--- config.mk ---
export PLATFORM = sky130hd
export DESIGN_NAME = memory_scheduler_flat
export DESIGN_NICKNAME = d
export VERILOG_FILES = /design/src/rtl/memory_scheduler_pkg.sv /design/src/rtl/memory_scheduler_if.sv /design/src/rtl/memory_scheduler_byte_lane_align.sv /design/src/rtl/memory_scheduler.sv /design/src/flat_wrapper.sv
export SDC_FILE = /design/constraint.sdc
export NUM_CORES = 1
export LEC_CHECK = 0
export CAP_MARGIN = 0
export CORE_ASPECT_RATIO = 2
export CORE_MARGIN = 4
export CORE_UTILIZATION = 28
export CTS_CLUSTER_DIAMETER = 60
export CTS_CLUSTER_SIZE = 20
export DETAILED_ROUTE_END_ITERATION = 16
export GPL_ROUTABILITY_DRIVEN = 0
export GPL_TIMING_DRIVEN = 0
export PLACE_DENSITY = 0.9
export SYNTH_ARGS = -nofsm -noshare
export SYNTH_HDL_FRONTEND = slang
export SYNTH_SLANG_ARGS = --single-unit
export TNS_END_PERCENT = 1
--- constraint.sdc ---
create_clock -name clock -period 2.6 [get_ports clock]
set_clock_uncertainty 0.2 [all_clocks]
set_input_delay 0.52 -clock clock [delete_from_list [all_inputs] [get_ports clock]]
set_output_delay 0.52 -clock clock [all_outputs]
set_load 0.02 [all_outputs]
--- src/rtl/memory_scheduler_pkg.sv ---
// rtl/memory_scheduler_pkg.sv - shared access-size codes and alignment helper for the memory scheduler
package memory_scheduler_pkg;

   localparam logic [1:0] DATA_SIZE_BYTE = 2'b00;
   localparam logic [1:0] DATA_SIZE_HALF = 2'b01;
   localparam logic [1:0] DATA_SIZE_WORD = 2'b10;

   // Size code 2'b11 has no defined width, so it always traps.
   function automatic logic is_misaligned(input logic [1:0] size, input logic [1:0] offset);
      case (size)
         DATA_SIZE_BYTE: is_misaligned = 1'b0;
         DATA_SIZE_HALF: is_misaligned = offset[0];
         DATA_SIZE_WORD: is_misaligned = (offset != 2'b00);
         default:        is_misaligned = 1'b1;
      endcase
   endfunction

endpackage

--- src/rtl/memory_scheduler_if.sv ---
// rtl/memory_scheduler_if.sv - load/store request port and shared 32-bit memory bus
interface memory_scheduler_if;

   logic        data_req;
   logic        data_write;
   logic [1:0]  data_size;
   logic [31:0] data_addr;
   logic [31:0] data_wdata;
   logic        data_ack;
   logic        data_fault;
   logic [31:0] data_rdata;
   logic        data_stall;

   logic [29:0] mem_addr;
   logic        mem_req;
   logic        mem_write;
   logic [3:0]  mem_be;
   logic [31:0] mem_wdata;
   logic [31:0] mem_rdata;
   logic        mem_ack;

   modport master (
      input  data_req, data_write, data_size, data_addr, data_wdata,
      output data_ack, data_fault, data_rdata, data_stall,
      output mem_addr, mem_req, mem_write, mem_be, mem_wdata,
      input  mem_rdata, mem_ack
   );

   modport slave (
      output data_req, data_write, data_size, data_addr, data_wdata,
      input  data_ack, data_fault, data_rdata, data_stall,
      input  mem_addr, mem_req, mem_write, mem_be, mem_wdata,
      output mem_rdata, mem_ack
   );

endinterface

--- src/rtl/memory_scheduler_byte_lane_align.sv ---
// rtl/memory_scheduler_byte_lane_align.sv - big-endian byte-lane enables, write replication and read extraction
module memory_scheduler_byte_lane_align
   import memory_scheduler_pkg::*;
(
   input  logic [1:0]  size,
   input  logic [1:0]  offset,
   input  logic [31:0] wdata,
   input  logic [31:0] rdata,
   output logic [3:0]  be,
   output logic        misaligned,
   output logic [31:0] wdata_lanes,
   output logic [31:0] rdata_ext
);

   // Byte offset 0 sits in bits 31:24, so lanes count down from be[3].
   always_comb begin
      be          = 4'b0000;
      wdata_lanes = wdata;
      rdata_ext   = 32'd0;
      misaligned  = is_misaligned(size, offset);
      case (size)
         DATA_SIZE_BYTE: begin
            be          = 4'b1000 >> offset;
            wdata_lanes = {4{wdata[7:0]}};
            case (offset)
               2'd0:    rdata_ext = {24'd0, rdata[31:24]};
               2'd1:    rdata_ext = {24'd0, rdata[23:16]};
               2'd2:    rdata_ext = {24'd0, rdata[15:8]};
               default: rdata_ext = {24'd0, rdata[7:0]};
            endcase
         end
         DATA_SIZE_HALF: begin
            be          = offset[1] ? 4'b0011 : 4'b1100;
            wdata_lanes = {2{wdata[15:0]}};
            rdata_ext   = offset[1] ? {16'd0, rdata[15:0]} : {16'd0, rdata[31:16]};
         end
         DATA_SIZE_WORD: begin
            be        = 4'b1111;
            rdata_ext = rdata;
         end
         default: ;
      endcase
   end

endmodule

--- src/rtl/memory_scheduler.sv ---
// rtl/memory_scheduler.sv - arbitrates the single memory bus between instruction fetch and load/store
module memory_scheduler
   import memory_scheduler_pkg::*;
#(
   parameter int TIMEOUT_CYCLES = 255
) (
   input  logic                clock,
   input  logic                reset,
   input  logic [31:0]         pc_addr,
   output logic                insert_nop,
   output logic                bus_error,
   memory_scheduler_if.master  bus
);

   typedef enum logic [1:0] {ST_IDLE, ST_FETCH, ST_DATA, ST_ERROR} state_t;

   localparam int WD_W = (TIMEOUT_CYCLES > 1) ? $clog2(TIMEOUT_CYCLES) : 1;
   localparam logic [WD_W-1:0] WD_LAST = (TIMEOUT_CYCLES > 0) ? WD_W'(TIMEOUT_CYCLES - 1) : '0;

   state_t          state;
   logic [WD_W-1:0] wd;
   logic            timeout_hit;

   logic [3:0]      lane_be;
   logic            misaligned;
   logic [31:0]     lane_wdata;
   logic [31:0]     lane_rdata;
   logic            unused_pc_bits;

   assign unused_pc_bits = ^pc_addr[1:0];

   memory_scheduler_byte_lane_align u_lane (
      .size        (bus.data_size),
      .offset      (bus.data_addr[1:0]),
      .wdata       (bus.data_wdata),
      .rdata       (bus.mem_rdata),
      .be          (lane_be),
      .misaligned  (misaligned),
      .wdata_lanes (lane_wdata),
      .rdata_ext   (lane_rdata)
   );

   assign timeout_hit = (TIMEOUT_CYCLES != 0) && (wd == WD_LAST);

   always_comb begin
      bus.mem_addr   = pc_addr[31:2];
      bus.mem_req    = 1'b0;
      bus.mem_write  = 1'b0;
      bus.mem_be     = 4'b0000;
      bus.mem_wdata  = 32'd0;
      bus.data_ack   = 1'b0;
      bus.data_fault = 1'b0;
      bus.data_rdata = 32'd0;
      insert_nop     = 1'b1;
      case (state)
         ST_FETCH: begin
            bus.mem_req = 1'b1;
            bus.mem_be  = 4'b1111;
            insert_nop  = ~bus.mem_ack;
         end
         ST_DATA: begin
            if (misaligned) begin
               bus.data_ack   = 1'b1;
               bus.data_fault = 1'b1;
            end else begin
               bus.mem_addr  = bus.data_addr[31:2];
               bus.mem_req   = 1'b1;
               bus.mem_write = bus.data_write;
               bus.mem_be    = lane_be;
               bus.mem_wdata = lane_wdata;
               if (bus.mem_ack) begin
                  bus.data_ack   = 1'b1;
                  bus.data_rdata = lane_rdata;
               end
            end
         end
         default: ;
      endcase
      bus.data_stall = bus.data_req & ~bus.data_ack;
   end

   // A pending load/store is taken after every completed fetch, so the two alternate under load.
   always_ff @(posedge clock or posedge reset) begin
      if (reset) begin
         state     <= ST_IDLE;
         wd        <= '0;
         bus_error <= 1'b0;
      end else begin
         case (state)
            ST_IDLE: begin
               wd    <= '0;
               state <= bus.data_req ? ST_DATA : ST_FETCH;
            end
            ST_FETCH: begin
               if (bus.mem_ack) begin
                  wd    <= '0;
                  state <= bus.data_req ? ST_DATA : ST_FETCH;
               end else if (timeout_hit) begin
                  wd        <= '0;
                  state     <= ST_ERROR;
                  bus_error <= 1'b1;
               end else if (TIMEOUT_CYCLES != 0) begin
                  wd <= wd + WD_W'(1);
               end
            end
            ST_DATA: begin
               if (misaligned || bus.mem_ack) begin
                  wd    <= '0;
                  state <= ST_FETCH;
               end else if (timeout_hit) begin
                  wd        <= '0;
                  state     <= ST_ERROR;
                  bus_error <= 1'b1;
               end else if (TIMEOUT_CYCLES != 0) begin
                  wd <= wd + WD_W'(1);
               end
            end
            default: begin
               wd        <= '0;
               bus_error <= 1'b1;
            end
         endcase
      end
   end

endmodule
--- src/flat_wrapper.sv ---
// flat-port wrapper written by rule: the top's interface ports become plain ports
module memory_scheduler_flat import memory_scheduler_pkg::*;
#(
   parameter int TIMEOUT_CYCLES = 255
)
  (clock, reset, pc_addr, insert_nop, bus_error, bus_data_req, bus_data_write, bus_data_size, bus_data_addr, bus_data_wdata, bus_data_ack, bus_data_fault, bus_data_rdata, bus_data_stall, bus_mem_addr, bus_mem_req, bus_mem_write, bus_mem_be, bus_mem_wdata, bus_mem_rdata, bus_mem_ack);
  memory_scheduler_if bus_i ();
  input  logic clock;
  input  logic reset;
  input  logic [31:0] pc_addr;
  output logic insert_nop;
  output logic bus_error;
  input wire logic [$bits(bus_i.data_req)-1:0] bus_data_req;
  input wire logic [$bits(bus_i.data_write)-1:0] bus_data_write;
  input wire logic [$bits(bus_i.data_size)-1:0] bus_data_size;
  input wire logic [$bits(bus_i.data_addr)-1:0] bus_data_addr;
  input wire logic [$bits(bus_i.data_wdata)-1:0] bus_data_wdata;
  output wire logic [$bits(bus_i.data_ack)-1:0] bus_data_ack;
  output wire logic [$bits(bus_i.data_fault)-1:0] bus_data_fault;
  output wire logic [$bits(bus_i.data_rdata)-1:0] bus_data_rdata;
  output wire logic [$bits(bus_i.data_stall)-1:0] bus_data_stall;
  output wire logic [$bits(bus_i.mem_addr)-1:0] bus_mem_addr;
  output wire logic [$bits(bus_i.mem_req)-1:0] bus_mem_req;
  output wire logic [$bits(bus_i.mem_write)-1:0] bus_mem_write;
  output wire logic [$bits(bus_i.mem_be)-1:0] bus_mem_be;
  output wire logic [$bits(bus_i.mem_wdata)-1:0] bus_mem_wdata;
  input wire logic [$bits(bus_i.mem_rdata)-1:0] bus_mem_rdata;
  input wire logic [$bits(bus_i.mem_ack)-1:0] bus_mem_ack;
  assign bus_i.data_req = bus_data_req;
  assign bus_i.data_write = bus_data_write;
  assign bus_i.data_size = bus_data_size;
  assign bus_i.data_addr = bus_data_addr;
  assign bus_i.data_wdata = bus_data_wdata;
  assign bus_data_ack = bus_i.data_ack;
  assign bus_data_fault = bus_i.data_fault;
  assign bus_data_rdata = bus_i.data_rdata;
  assign bus_data_stall = bus_i.data_stall;
  assign bus_mem_addr = bus_i.mem_addr;
  assign bus_mem_req = bus_i.mem_req;
  assign bus_mem_write = bus_i.mem_write;
  assign bus_mem_be = bus_i.mem_be;
  assign bus_mem_wdata = bus_i.mem_wdata;
  assign bus_i.mem_rdata = bus_mem_rdata;
  assign bus_i.mem_ack = bus_mem_ack;
  memory_scheduler #(.TIMEOUT_CYCLES(TIMEOUT_CYCLES)) u_core (.clock(clock), .reset(reset), .pc_addr(pc_addr), .insert_nop(insert_nop), .bus_error(bus_error), .bus(bus_i));
endmodule
-- Word-level counts from Yosys, hierarchy flattened
Cells that the tools add are included.
- add/subtract/negate cells: 1
- $mul: 0
- div/mod/pow operators: 0
- magnitude comparators: 0
- eq/ne operators: 9
- shift-type cells: 1
- multiplexer cells: 39
- bitwise logic cells: 4
- reduce and logical (&&, ||, !) cells: 7
- operators with widths (operator ; number):
    32-bit 2-to-1 mux ; 5
    32-bit case mux with 3 select lines ; 1
    32-bit case mux with 2 select lines ; 1
    30-bit 2-to-1 mux ; 2
    8-bit 2-to-1 mux ; 3
    8-bit case mux with 3 select lines ; 1
    16-bit 2-to-1 mux ; 1
    8-bit case mux with 2 select lines ; 1
    1-bit 2-to-1 mux ; 12
    4-bit case mux with 3 select lines ; 1
    8-bit by 1-bit adder with 8-bit output, second input constant ; 1
    8-bit == test, second input constant ; 1
    2-bit 2-to-1 mux ; 4
    4-bit 2-to-1 mux ; 2
    4-bit case mux with 2 select lines ; 1
    2-bit by 1-bit == test with 1-bit output, second input constant ; 3
    2-bit == test, second input constant ; 3
    2-bit logical NOT ; 3
    1-bit case mux with 3 select lines ; 2
    2-bit case mux with 3 select lines ; 1
    2-bit != test, second input constant ; 2
    4-bit by 2-bit right shift with 4-bit output, first input constant ; 1
    1-bit inverter ; 3
    3-bit AND reduction ; 1
    other kinds (5) ; 5
- register bits: 11
- bits in latches: 0
- RAM bits: 0
- ROM bits: 0
- output and inout bits: 105
- logic and storage cells: 64
- memories: 0

-- Longest topological paths before layout
- depth after elaboration: 6
- gate-level depth with buffers: 7
- depth with buffers taken out: 6

-- Modules after synthesis
From an unflattened synthesis, not the netlist that was laid out.
- cell total of the unflattened synthesis: 325
- area, all modules: 2622.5 um^2
- by module, submodules not included (module ; times used ; cells an instance ; area an instance (um^2) ; seq. area each (um^2)):
    memory_scheduler ; 1 ; 193 ; 1702.9 ; 275.3
    memory_scheduler_byte_lane_align ; 1 ; 132 ; 919.6 ; 0.0

-- Worst setup path after synthesis
No wires, ideal clock.
- kind: in2out
- start: input port bus_data_size[0]
- end: output port bus_data_rdata[10]
- arrival: 1.712 ns
- required time: 1.880 ns
- path slack: 0.168 ns
- stages: 5
- cells stage by stage: buf_6 -> nor3_4 -> o211ai_2 -> nor4b_4 -> a22o_1
- word-level cells in the longest chain between the ends: 5
- elaborated cells on any way between the ends: 8
- classes of those cells: 2 x eq/ne; 5 x mux; 1 x reduce/logical
- RTL lines (what ; line ; source):
    start, declared ; flat_wrapper.sv:15 ; input wire logic [$bits(bus_i.data_size)-1:0] bus_data_size;
    2-bit == test, or another cell as far along ; memory_scheduler_pkg.sv:10, memory_scheduler_byte_lane_align.sv:21 ;
    32-bit case mux with 3 select lines ; memory_scheduler_byte_lane_align.sv:21 ; case (size)
    32-bit 2-to-1 mux ; memory_scheduler.sv:71 ; if (bus.mem_ack) begin
    32-bit 2-to-1 mux * ; memory_scheduler.sv:62 ; if (misaligned) begin
    32-bit 2-to-1 mux * ; memory_scheduler.sv:55 ; case (state)
    end, declared ; flat_wrapper.sv:20 ; output wire logic [$bits(bus_i.data_rdata)-1:0] bus_data_rdata;
Mark *: on every way between the ends. The rest lies on a longest branch, timed or not.

-- Worst setup path in the final report
- start: input port bus_mem_rdata[26]
- end: output port bus_data_rdata[2]
- word-level cells in the longest chain between the ends: 5
- RTL lines (what ; line ; source):
    start, declared ; flat_wrapper.sv:27 ; input wire logic [$bits(bus_i.mem_rdata)-1:0] bus_mem_rdata;
    8-bit case mux with 3 select lines ; memory_scheduler_byte_lane_align.sv:25 ; case (offset)
    32-bit case mux with 3 select lines ; memory_scheduler_byte_lane_align.sv:21 ;
    32-bit 2-to-1 mux ; memory_scheduler.sv:71 ;
    32-bit 2-to-1 mux ; memory_scheduler.sv:62 ;
    32-bit 2-to-1 mux ; memory_scheduler.sv:55 ;
No other way between the ends.

==> results.yml <==
floorplan:
  ioPinCount: 240
  die_h_um: 132
  die_w_um: 69.8
  dieArea_um2: 9180
  core_area_um2: 7320
  start_util_pct: 29.2
  placementRows: 44
synth:
  synth.most_common_cell: "nand2_1"
  synth-edff-count: 0
  synthDistinctLibCells: 41
  syn_area_per_cell_um2: 6.34
  syn_area_um2: 2140
  synth_top_area_share_pct: 18.3
  seq_area_frac_synth_pct: 12.9
  syn-instance-count: 337
  synth_top_cells_by_count: "104 x nand2_1, 50 x nor2_1, 26 x and2_1"
  synth_top_area_cell: "nand2_1"
  synthFlopType: "dfrtp_1"
  synthTopCellsByArea: "nand2_1 18%, dfrtp_1 13%, nor2_1 8.8%"
  synth_seq_cells: 11
  syn_nets: 478
  yosys_warnings: 0
  async_flop_share_pct: 100
worst_setup_path:
  start_kind: "input port"
  crit_fanout: 3
  reg2reg_setup_slack_ps: 890
  end_kind: "output pin"
  cp_top_family: "buffers and inverters"
  required_ps: 1880
  crit_chain: "clkdlybuf4s50_1 -> mux2_2 -> a222oi_1 -> nor2_1 -> clkdlybuf4s15_2"
  crit_type: "input port to output pin"
  critPathMaxStageDelay_ps: 460
  path_buf_inv: 2
  worstPathArrival_ps: 1890
  slowest_stage: "clkdlybuf4s50_1"
routing:
  ant_nets: 0
  drt_first_pass_iters: 4
  vias_per_cell: 5.03
  drc: 0
  routed_wl_um: 11600
  vias: 3413
  drtIter0Drc: 104
  wl_per_cell_um: 17.1
sta:
  setup_viol: 2
  layout_setup_ws_ps: -14.1
  fin_crit_ps: 2610
  finalCritPeriodShare_pct: 101
  max_freq_mhz: 383
  rsz0062_at_grt: "true"
  hold_violations: 0
  finalMaxSlewViolations: 0
  max-slew-margin-rel_pct: 72.3
  worst_pin_slew_ps: 416
outcome:
  status: "complete, but fails checks"
  violations: "setup timing"
pwr:
  peakVddDrop_mv: 0.535
  p_per_area_nw_per_um2: 431
  power.leakage_nw: 2.23
global_routing:
  grt_max_degree: 12
  grt_util_all_layers_pct: 23.7
  grt_remaining_overflow: 0
  antenna_found_initial: 0
  grt_pass1_wl_um: 18000
  first_global_vias: 3551
clocking:
  cts_tree: "built"
  numCtsBuffers: 3
  clk_latency_ps: 240
  clock_path_buffers: 2
  path_clk_slew_ps: 40
  cts.sinks: 11
  htreeDepth: 1
  clockRootBuffer: "clkbuf_16"
  postCtsHoldBufs: 0
cells_and_area:
  insertedDiodeCount: 0
  design_area_um2: 4740
  drive_gt1_share_pct: 23.7
  area_delta_synth_final_pct: 122
  n_fill_cell: 639
  nets: 728
flow_run:
  max_cap_violations: 0
worst_hold_path:
  hp-class: "flop to flop"
placement:
  place_hpwl_um: 9780
  placed_area_um2: 4610
  pre_cts_ws_ps: -1140
  port_buffers: 236
## cell type report
type / count / area, um^2 / share of cell area [%]
repair buffers: 246 / 2280 / 48.1
multi-input cells: 298 / 1790 / 37.8
flip-flops and latches: 11 / 277 / 5.84
plain buffers: 19 / 168 / 3.54
well taps: 92 / 115 / 2.43
clock buffers: 4 / 78.8 / 1.66
inverters: 8 / 30.0 / 0.634
## final timing paths
check,from,to,depth (start not counted)
max reg2reg,u_core.state[1]$_DFFE_PP0P_,u_core.state[1]$_DFFE_PP0P_,6
min in group asynchronous,reset,u_core.wd[3]$_DFF_PP0_,2
min,u_core.bus_error$_DFFE_PP0P_,u_core.bus_error$_DFFE_PP0P_,1
max,bus_mem_rdata[26],bus_data_rdata[2],5
max in group asynchronous,reset,u_core.state[0]$_DFFE_PP0P_,2
min reg2reg,u_core.bus_error$_DFFE_PP0P_,u_core.bus_error$_DFFE_PP0P_,1
## report_power, final
group	total, W	switching (W)	internal [W]	leakage (nW)
combinational	0.00153	0.000838	0.000689	2.05
sequential	0.000233	0.0000353	0.000197	0.143
clock	0.000281	0.0000757	0.000206	0.0382
total	0.00204	0.000949	0.00109	2.23
## per-stage QoR
stage               hold WS (ps)  std cells  TNS [ps]  util, %  power [W]
floorplan                    172        337         0        -    0.00102
global placement             255        665    -94570     63.0    0.00176
detailed placement           260        665    -97960     63.0    0.00180
CTS                          278        677     -2550     65.4    0.00206
global route                 292        678     -2680     64.7    0.00217
finish                       274        678     -24.7     64.7    0.00204
## cell families after synthesis
| kind of cell | Yosys count | share of synthesized area, % |
|---|---|---|
| compound gates | 62 | 20.4 |
| xor+xnor | 6 | 2.46 |
| fa+ha+maj | 6 | 3.51 |
| buf+inv | 28 | 6.56 |
| flops | 11 | 12.9 |
| mux | 25 | 12.2 |
| simple gates | 199 | 42.0 |
## registers in the layout (all words and copies together), names as in the netlist
| register | cells |
|---|---|
| u_core.wd | 8 |
| u_core.state | 2 |
| u_core.bus_error | 1 |
## metal layers
metal / up-vias / part of all wire, % / track usage [%] / wire (um)
li1: 1644 / - / - / -
met1: 1556 / 33 / 22.1 / 3830
met2: 180 / 57 / 47.9 / 6590
met3: 33 / 6.1 / 4.97 / 708
met4: 0 / 4.0 / 9.17 / 459
met5: - / 0 / 0 / 0
## timing repair
action	4_1_cts	5_1_grt
setup buffers	9	1
setup endpoints to repair	104	100
gates resized for setup	296	73
pin swaps	7	4
## layout by cell type, fill, tap and decap left out, types with 12 or more instances in the layout
| master | n |
|---|---|
| a21oi_1 | 19 |
| clkdlybuf4s50_1 | 130 |
| dlygate4sd2_1 | 18 |
| buf_6 | 15 |
| nand2_1 | 104 |
| nor2_1 | 49 |
| and2_1 | 26 |
| clkbuf_2 | 28 |
| buf_2 | 12 |
| mux2i_1 | 16 |
| buf_4 | 19 |
| clkdlybuf4s15_2 | 31 |
Note: power is estimated with default switching activity, not from simulation.
